### src/rtl/microcode_pkg.sv
// Control-word encoding for the microcode store. The ROM generator and the sequencer both
// import this package, so the field layout and plane codes have a single definition.
package microcode_pkg;

    typedef enum logic [3:0] {
        OUT_NONE      = 4'd0,
        OUT_REG       = 4'd1,
        OUT_TMP0      = 4'd2,
        OUT_TMP1      = 4'd3,
        OUT_MMU       = 4'd4,
        OUT_MLU       = 4'd5,
        OUT_SHIFTER   = 4'd6,
        OUT_TIMER     = 4'd7,
        OUT_CTRL_DATA = 4'd8
    } out_plane_e;

    typedef enum logic [2:0] {
        IN_NONE   = 3'd0,
        IN_REG    = 3'd1,
        IN_TMP0   = 3'd2,
        IN_TMP1   = 3'd3,
        IN_MMU    = 3'd4,
        IN_OPWORD = 3'd5,
        IN_OPCODE = 3'd6
    } in_plane_e;

    typedef enum logic [1:0] {
        REG_SEL_RD   = 2'd0,
        REG_SEL_RS   = 2'd1,
        REG_SEL_CTRL = 2'd2,
        REG_SEL_ZERO = 2'd3
    } reg_sel_e;

    localparam logic MISC_RESET_MICROOP_COUNTER = 1'b1;
    localparam logic OPCODE_SEL_OPCODE_FROM_BUS = 1'b1;

    localparam logic [5:0] OP_RESET = 6'd0;
    localparam logic [5:0] OP_FETCH = 6'd1;
    localparam logic [5:0] OP_LW    = 6'd2;

    // Control word layout; bits [31:23] are reserved and ignored.
    localparam int unsigned CTRL_LSB       = 0;
    localparam int unsigned CTRL_W         = 6;
    localparam int unsigned REG_SEL_LSB    = 6;
    localparam int unsigned REG_SEL_W      = 2;
    localparam int unsigned OUT_LSB        = 8;
    localparam int unsigned OUT_W          = 4;
    localparam int unsigned IN_LSB         = 12;
    localparam int unsigned IN_W           = 3;
    localparam int unsigned MISC_BIT       = 15;
    localparam int unsigned MLU_LSB        = 16;
    localparam int unsigned MLU_W          = 4;
    localparam int unsigned SHIFT_LSB      = 20;
    localparam int unsigned SHIFT_W        = 2;
    localparam int unsigned OPCODE_SEL_BIT = 22;

endpackage

### src/rtl/plane_decoder.sv
// Combinational decode of the control word into one-hot bus/latch enables and register select.
// Everything is forced to zero unless the sequencer is running; latch enables also drop on stall.
module plane_decoder
    import microcode_pkg::*;
(
    input  logic [31:0] mc_data_i,
    input  logic [31:0] opword_i,
    input  logic        run_i,
    input  logic        stall_i,
    output logic [8:0]  out_en_o,
    output logic [6:0]  in_en_o,
    output logic [4:0]  reg_idx_o
);

    logic [OUT_W-1:0]     out_code;
    logic [IN_W-1:0]      in_code;
    logic [REG_SEL_W-1:0] reg_sel;
    logic                 unused_bits;

    assign out_code    = mc_data_i[OUT_LSB +: OUT_W];
    assign in_code     = mc_data_i[IN_LSB +: IN_W];
    assign reg_sel     = mc_data_i[REG_SEL_LSB +: REG_SEL_W];
    assign unused_bits = ^{mc_data_i[31:15], mc_data_i[5], opword_i[31:26], opword_i[15:0]};

    always_comb begin
        out_en_o  = '0;
        in_en_o   = '0;
        reg_idx_o = '0;
        if (run_i) begin
            // Codes past the defined set leave the enables all-zero.
            if (out_code != OUT_NONE && out_code <= OUT_CTRL_DATA) begin
                out_en_o[out_code] = 1'b1;
            end
            if (!stall_i && in_code != IN_NONE && in_code <= IN_OPCODE) begin
                in_en_o[in_code] = 1'b1;
            end
            case (reg_sel)
                REG_SEL_RD:   reg_idx_o = opword_i[25:21];
                REG_SEL_RS:   reg_idx_o = opword_i[20:16];
                REG_SEL_CTRL: reg_idx_o = mc_data_i[CTRL_LSB +: 5];
                REG_SEL_ZERO: reg_idx_o = '0;
            endcase
        end
    end

endmodule

### src/rtl/microcode_sequencer.sv
// Microcode sequencer: opcode register and micro-op counter address the ROM; the returned
// control word is split into datapath planes. Execution is held off until bootstrap completes.
module microcode_sequencer
    import microcode_pkg::*;
#(
    parameter int unsigned OPCODE_W      = 6,
    parameter int unsigned UOP_W         = 5,
    parameter bit          FAULT_ON_WRAP = 1'b1
) (
    input  logic                      CLK,
    input  logic                      N_RST,
    input  logic                      N_BOOTED,
    input  logic                      STALL,
    output logic [OPCODE_W+UOP_W-1:0] MC_ADDR,
    input  logic [31:0]               MC_DATA,
    input  logic [31:0]               OPWORD,
    input  logic [31:0]               BUS,
    output logic [5:0]                CTRL_DATA,
    output logic [4:0]                REG_IDX,
    output logic [8:0]                OUT_EN,
    output logic [6:0]                IN_EN,
    output logic [3:0]                MLU_OP,
    output logic [1:0]                SHIFT_OP,
    output logic                      FAULT
);

    typedef enum logic [1:0] {S_WAIT_BOOT, S_RUN, S_FAULT} state_e;

    state_e              state_q;
    logic [OPCODE_W-1:0] opcode_q, opcode_d;
    logic [UOP_W-1:0]    count_q, count_d;
    logic                fault_q;
    logic                run, misc, overflow, load_opcode;
    logic                unused_bits;

    assign run         = (state_q == S_RUN);
    assign misc        = (MC_DATA[MISC_BIT] == MISC_RESET_MICROOP_COUNTER);
    assign overflow    = (count_q == '1) && !misc;
    // The opcode is held across a counter overflow even if the word asks to load it.
    assign load_opcode = (MC_DATA[IN_LSB +: IN_W] == IN_OPCODE) && !overflow;
    assign unused_bits = ^BUS[31:OPCODE_W];

    always_comb begin
        count_d  = misc ? '0 : count_q + UOP_W'(1);
        opcode_d = opcode_q;
        if (load_opcode) begin
            opcode_d = (MC_DATA[OPCODE_SEL_BIT] == OPCODE_SEL_OPCODE_FROM_BUS)
                     ? BUS[OPCODE_W-1:0] : OPWORD[31 -: OPCODE_W];
        end
    end

    always_ff @(posedge CLK or negedge N_RST) begin
        if (!N_RST) begin
            state_q  <= S_WAIT_BOOT;
            opcode_q <= '0;
            count_q  <= '0;
            fault_q  <= 1'b0;
        end else begin
            case (state_q)
                S_WAIT_BOOT: begin
                    if (!N_BOOTED) state_q <= S_RUN;
                end
                S_RUN: begin
                    if (N_BOOTED) begin
                        state_q  <= S_WAIT_BOOT;
                        opcode_q <= '0;
                        count_q  <= '0;
                    end else if (!STALL) begin
                        if (overflow && FAULT_ON_WRAP) begin
                            state_q <= S_FAULT;
                            fault_q <= 1'b1;
                            count_q <= '0;
                        end else begin
                            count_q  <= count_d;
                            opcode_q <= opcode_d;
                        end
                    end
                end
                S_FAULT: begin
                    if (N_BOOTED) begin
                        state_q  <= S_WAIT_BOOT;
                        opcode_q <= '0;
                        count_q  <= '0;
                    end
                end
                default: state_q <= S_WAIT_BOOT;
            endcase
        end
    end

    plane_decoder u_plane_decoder (
        .mc_data_i (MC_DATA),
        .opword_i  (OPWORD),
        .run_i     (run),
        .stall_i   (STALL),
        .out_en_o  (OUT_EN),
        .in_en_o   (IN_EN),
        .reg_idx_o (REG_IDX)
    );

    assign MC_ADDR   = {opcode_q, count_q};
    assign CTRL_DATA = run ? MC_DATA[CTRL_LSB +: CTRL_W]  : '0;
    assign MLU_OP    = run ? MC_DATA[MLU_LSB +: MLU_W]    : '0;
    assign SHIFT_OP  = run ? MC_DATA[SHIFT_LSB +: SHIFT_W] : '0;
    assign FAULT     = fault_q;

endmodule

### config.mk
export PLATFORM = sky130hd
export DESIGN_NAME = microcode_sequencer
export DESIGN_NICKNAME = d
export VERILOG_FILES = /design/src/rtl/microcode_pkg.sv /design/src/rtl/plane_decoder.sv /design/src/rtl/microcode_sequencer.sv
export SDC_FILE = /design/constraint.sdc
export NUM_CORES = 1
export LEC_CHECK = 0
export ABC_AREA = 1
export CORE_UTILIZATION = 31
export CTS_CLUSTER_DIAMETER = 150
export DETAILED_ROUTE_END_ITERATION = 10
export PLACE_DENSITY_LB_ADDON = 0.2
export SLEW_MARGIN = 20
export SYNTH_ARGS = -nofsm -noshare
export SYNTH_HDL_FRONTEND = slang
export SYNTH_SLANG_ARGS = --single-unit
### constraint.sdc
create_clock -name CLK -period 4.2 [get_ports CLK]
set_input_delay 0.42 -clock CLK [delete_from_list [all_inputs] [get_ports CLK]]
set_output_delay 0.42 -clock CLK [all_outputs]
set_load 0.01 [all_outputs]
Word-level counts from Yosys, hierarchy flattened
Index checks and enable logic that the tools add are counted.

word-level totals
  register bits after elaboration = 14
  bits of input ports = 100

cells by class
  equal/unequal tests = 13
  add/subtract/negate cells = 1
  bitwise gates (word level) = 2
  $lt $le $gt $ge = 6
  multiplexer cells = 32
  reduce and logical (&&, ||, !) cells = 19

operators by type and width
  operator               number
  $mux W6                7
  $mux W5                6
  $pmux W5 S4            1
  $mux W9                2
  $mux W7                2
  $mux W2                6
  $pmux W6 S2            1
  $pmux W5 S2            1
  $reduce_and A4 Y1      2
  $logic_and A1 B1 Y1    7
  $eq A2 B2 Y1 const B   3
  $ne A3 B2 Y1 const B   2
  $ne A3 B3 Y1 const B   2
  $pmux W2 S3            1
  $add A5 B1 Y5 const B  1
  $eq A5 B5 Y1 const B   1
  $lt A4 B5 Y1 const B   1
  $reduce_and A5 Y1      1
  $demux W1 S4           1
  $eq A2 B1 Y1 const B   2
  $ge A4 B1 Y1 const B   1
  $le A4 B4 Y1 const B   1
  $logic_not A2 Y1       2
  $lt A3 B4 Y1 const B   1
  13 further kinds       18

Longest topological paths before layout
  word-level depth = 9
  depth in mapped cells = 10

By module
A second synthesis with hierarchy kept.

second synthesis, totals
  cells, all modules = 230
  area, all modules = 1386.3 µm²

modules (own cells, without submodules)
  module               sequential area each (µm²)  area each (µm²)  cells an instance  instances
  microcode_sequencer  350.3                       1037.2           151                1
  plane_decoder        0.0                         349.1            79                 1

Worst setup path after synthesis
OpenSTA, ideal clock, no wires.

  kind = register -> output
  from = reg state_q[1]
  to = out IN_EN[1]
  data arrival time = 1.275 ns
  path buffers = 1
  data required time = 3.780 ns
  setup slack = 2.505 ns
  stages on the path, launching flop included = 8
  cell sequence = dfrtp_1 inv_1 ha_1 buf_6 nand2_2 inv_2 o211ai_2 nor3_1

on the way
  cells in the longest elaborated chain, start to end = 2

ends and longest elaborated chain
  element                 line                       RTL
  from (decl)             microcode_sequencer.sv:29  state_e state_q;
  from (signal assigned)  microcode_sequencer.sv:54  state_q <= S_WAIT_BOOT;
  from (signal assigned)  microcode_sequencer.sv:61  if (!N_BOOTED) state_q <= S_RUN;
  from (signal assigned)  microcode_sequencer.sv:65  state_q <= S_WAIT_BOOT;
  $eq A2 B1 Y1            microcode_sequencer.sv:36  assign run = (state_q == S_RUN);
  $mux W7                 plane_decoder.sv:29        if (run_i) begin
  to (decl)               microcode_sequencer.sv:21  output logic [6:0] IN_EN,

No other way between the ends.

Worst setup path after layout
  from = reg state_q[1]
  to = out OUT_EN[8]

on the way
  cells in the longest elaborated chain, start to end = 2

ends and longest elaborated chain
  element       line                       RTL
  $eq A2 B1 Y1  microcode_sequencer.sv:36
  $mux W9       plane_decoder.sv:29
  to (decl)     microcode_sequencer.sv:20  output logic [8:0] OUT_EN,

No other way between the ends.

==> impl_metrics.sql <==
INSERT INTO impl_metrics (metric_group, metric, value, unit) VALUES
('place', 'detailed_place.area', '0.002290', 'mm^2'),
('critical_path', 'timing.reg2reg.setup_slack', '2.32', 'ns'),
('cts', 'clock_sink_count', '14', ''),
('die', 'chipHeight', '67.96', 'um'),
('power_and_ir_drop', 'powerDensity', '374.7', 'mW/mm^2'),
('min_path', 'hp-class', 'flip-flop to flip-flop', ''),
('power_and_ir_drop', 'power.leakage', '1.228', 'nW'),
('critical_path', 'crit_path_start', 'state_q[1]$_DFFE_PN0P_', ''),
('global_route', 'grt_antenna_before_repair', '0', ''),
('global_route', 'first_global_vias', '1354', ''),
('cts', 'cts_hold_buf', '0', ''),
('synthesis', 'seq_area_frac_synth', '25.97', '%'),
('cts', 'cts_clk_pin_slew_worst_paths', '0.05', 'ns'),
('power_and_ir_drop', 'finalPower', '0.8734', 'mW'),
('die', 'design.portCount', '145', ''),
('job', 'max_cap_violations', '0', ''),
('global_route', 'globalRouteTotalUtil', '16.63', '%'),
('timing', 'final.period_utilization', '67.63', '%'),
('layout', 'area_growth', '72.82', '%'),
('critical_path', 'timing.critical_path.fanout_max', '21', ''),
('layout', 'final_cell_mix', 'sky130_fd_sc_hd__clkdlybuf4s50_1, sky130_fd_sc_hd__nand2_1, sky130_fd_sc_hd__inv_1, sky130_fd_sc_hd__nor2_1, sky130_fd_sc_hd__dfrtp_1', ''),
('synthesis', 'post_synth.cell_area_avg', '6.076', 'um^2'),
('timing', 'clock.fmax', '352.1', 'MHz'),
('layout', 'layout.cells.non_filler', '362', ''),
('cts', 'number_of_clock_buffers_inserted_by_tritoncts', '3', ''),
('critical_path', 'timing.critical_path.required', '3.78', 'ns'),
('layout', 'n_antenna_cell', '0', ''),
('route', 'vias_per_cell', '4.193', ''),
('layout', 'share_of_final_layout_standard_cells_stronger_than_drive_strength_1', '7.692', '%'),
('cts', 'htree_num_levels', '1', ''),
('cts', 'resized_gates_after_cts', '0', ''),
('cts', 'cts_max_path_buffers', '2', ''),
('min_path', 'hp-start', 'FAULT$_DFFE_PN0P_', ''),
('cts', 'cts.repair_timing.setup_buffer_count', '0', ''),
('critical_path', 'worst-setup-path-type', 'flip-flop to primary output', ''),
('place', 'place_congestion', '0.7859', ''),
('global_route', 'global_route_wire_length_before_repair', '5906', 'um'),
('cts', 'clock-root-buffer', 'sky130_fd_sc_hd__clkbuf_8', ''),
('route', 'dr.pass1.iters', '4', ''),
('critical_path', 'worst_setup_path_start_kind', 'flip-flop', ''),
('critical_path', 'critical_path.slowest_cell', 'sky130_fd_sc_hd__ha_1', ''),
('route', 'drt-total-wl', '3759', 'um'),
('timing', 'fin_skew', '0.001083', 'ns'),
('cts', 'clk_latency', '0.24', 'ns'),
('critical_path', 'critPathArrivalTime', '2.42', 'ns'),
('timing', 'report.final.hold_viol_count', '0', ''),
('route', 'drt-initial-drc-count', '51', ''),
('global_route', 'largest_net_degree_at_the_start_of_global_routing', '22', ''),
('power_and_ir_drop', 'ir_drop', '0.0002047', 'V'),
('route', 'antenna_left', '0', ''),
('timing', 'report.final.slew_viol_count', '0', ''),
('synthesis', 'yosys_register_bits', '14', ''),
('place', 'place.detailed.instances', '359', ''),
('die', 'core_box_area', '0.004086', 'mm^2'),
('timing', 'setup_viol_count_final', '0', ''),
('layout', 'post-route-cell-area', '0.002331', 'mm^2'),
('layout', 'mostFrequentLayoutCell', 'sky130_fd_sc_hd__clkdlybuf4s50_1', ''),
('critical_path', 'cell_by_cell_listing_of_the_critical_path', 'inv_1 -> ha_1 -> inv_2 -> nor4_1 -> clkdlybuf4s50_1', ''),
('synthesis', 'yosys_warnings', '0', ''),
('synthesis', 'syn-instance-count', '222', ''),
('timing', 'period_minus_slack', '2.840', 'ns'),
('place', 'dp_hpwl', '3032', 'um'),
('global_route', 'globalRoute.totalOverflow', '0', ''),
('route', 'wl_per_cell', '10.38', 'um'),
('route', 'dr_total_vias', '1518', ''),
('timing', 'timing_worst_slew_pin_value', '0.7380', 'ns'),
('die', 'row_count', '23', ''),
('timing', 'grt_setup_unrepaired', 'no', ''),
('place', 'io_buffers', '91', ''),
('timing', 'sum_neg_setup_slack', '0', 'ns'),
('critical_path', 'critical_path.max_stage_delay', '0.63', 'ns'),
('route', 'drc', '0', ''),
('die', 'fp.dieArea', '0.004619', 'mm^2'),
('synthesis', 'distinct_cells_synth', '28', ''),
('critical_path', 'critical_path.reg2reg.startpoint', 'state_q[1]$_DFFE_PN0P_', ''),
('die', 'die_width', '67.96', 'um'),
('timing', 'slew_headroom', '50.80', '%'),
('layout', 'finalNetCount', '419', ''),
('critical_path', 'cp-end-kind', 'primary output', ''),
('outcome', 'outcome', 'complete, no violations', ''),
('die', 'initial_core_util', '33.01', '%'),
('synthesis', 'syn-cell-area', '0.001349', 'mm^2'),
('cts', 'tritoncts', 'yes', '');
==> routing by layer <==
layer	vias to the layer above	routed length [um]	share of wire [%]	global-route usage, %
met2	57	1578	42	25.86
li1	841	-	-	-
met3	4	364	9.7	6.000
met5	-	0	0	0
met4	0	40	1.1	3.646
met1	616	1775	47	21.78
==> area by class of cell <==
class | count | area (um^2)
Fill cell | 418 | 1755
Timing Repair Buffer | 91 | 910.9
Multi-Input combinational cell | 154 | 778.2
Sequential cell | 14 | 350.3
Inverter | 50 | 187.7
Tap cell | 50 | 62.56
Clock buffer | 3 | 41.29
==> logic make-up after synthesis <==
group	Yosys count	share of synthesized area, %
xor gates and xnor gates	1	0.6495
and+or+nand+nor	138	47.77
adders and majority gates	5	4.638
AOI/OAI and AO/OA	8	4.081
buffers and inverters	55	16.60
DFF	14	25.97
other	1	0.2780
==> final timing paths <==
path,endpoint,depth (start not counted)
setup / recovery,OUT_EN[8],5
hold / removal,FAULT$_DFFE_PN0P_,1
setup reg to reg,count_q[2]$_DFFE_PN0P_,9
hold reg to reg,FAULT$_DFFE_PN0P_,1
max in group asynchronous,count_q[2]$_DFFE_PN0P_,1
min in group asynchronous,opcode_q[3]$_DFFE_PN0P_,1
==> power breakdown <==
group	total (mW)	switching [mW]	internal, mW
registers	0.196	0.0238	0.172
logic	0.569	0.297	0.271
clock network	0.109	0.0454	0.0634
total	0.873	0.367	0.507
==> registers in the layout (all words and copies together) (netlist names) <==
name / cells
FAULT: 1
count_q: 5
opcode_q: 6
state_q: 2
==> metrics by stage <==
stage / hold WS [ns] / worst slack, ns / utilization [%]
2_1_floorplan: 0.1244 / 2.505 / -
3_5_place_dp: 0.4461 / 1.606 / 56.03
5_1_grt: 0.4663 / 1.156 / 57.04
6_report: 0.4568 / 1.360 / 57.04
3_3_place_gp: 0.4382 / 1.621 / 56.03
4_1_cts: 0.4584 / 1.337 / 57.04
==> critical path: cells and delay by family (launching register included) <==
family | cells | cell delay, ns
fa+ha+maj | 1 | 0.63
flops | 1 | 0.39
simple gates | 1 | 0.33
buf+inv | 3 | 0.82
==> cells in the mapped netlist <==
| cell type | number | share of area (%) |
|---|---|---|
| sky130_fd_sc_hd__nand4_1 | 8 | 3.7 |
| sky130_fd_sc_hd__o21ai_2 | 1 | 0.65 |
| sky130_fd_sc_hd__o211ai_2 | 1 | 0.93 |
| sky130_fd_sc_hd__nor3_1 | 3 | 1.1 |
| sky130_fd_sc_hd__o21ai_1 | 3 | 1.1 |
| sky130_fd_sc_hd__dfrtp_1 | 14 | 26 |
| sky130_fd_sc_hd__xor2_1 | 1 | 0.65 |
| sky130_fd_sc_hd__buf_2 | 2 | 0.74 |
| sky130_fd_sc_hd__ha_1 | 5 | 4.6 |
| sky130_fd_sc_hd__nor2_4 | 2 | 1.7 |
| sky130_fd_sc_hd__a31oi_1 | 1 | 0.46 |
| sky130_fd_sc_hd__nand2_2 | 6 | 2.8 |
| sky130_fd_sc_hd__nor2_8 | 1 | 1.5 |
| sky130_fd_sc_hd__nand2_4 | 1 | 0.83 |
| sky130_fd_sc_hd__nand3_1 | 8 | 3.0 |
| sky130_fd_sc_hd__nor2_1 | 26 | 7.2 |
| sky130_fd_sc_hd__conb_1 | 1 | 0.28 |
| sky130_fd_sc_hd__inv_2 | 5 | 1.4 |
| sky130_fd_sc_hd__buf_4 | 2 | 1.1 |
| sky130_fd_sc_hd__nor4_1 | 1 | 0.46 |
| sky130_fd_sc_hd__inv_1 | 45 | 13 |
| sky130_fd_sc_hd__nand2_1 | 78 | 22 |
| sky130_fd_sc_hd__nand3_4 | 2 | 2.6 |
| sky130_fd_sc_hd__nand3_2 | 1 | 0.74 |
| sky130_fd_sc_hd__buf_6 | 1 | 0.83 |
| sky130_fd_sc_hd__o21ai_0 | 1 | 0.37 |
| sky130_fd_sc_hd__nor2_2 | 1 | 0.46 |
| sky130_fd_sc_hd__a21o_1 | 1 | 0.56 |
Power figures use the tool's default switching activity.
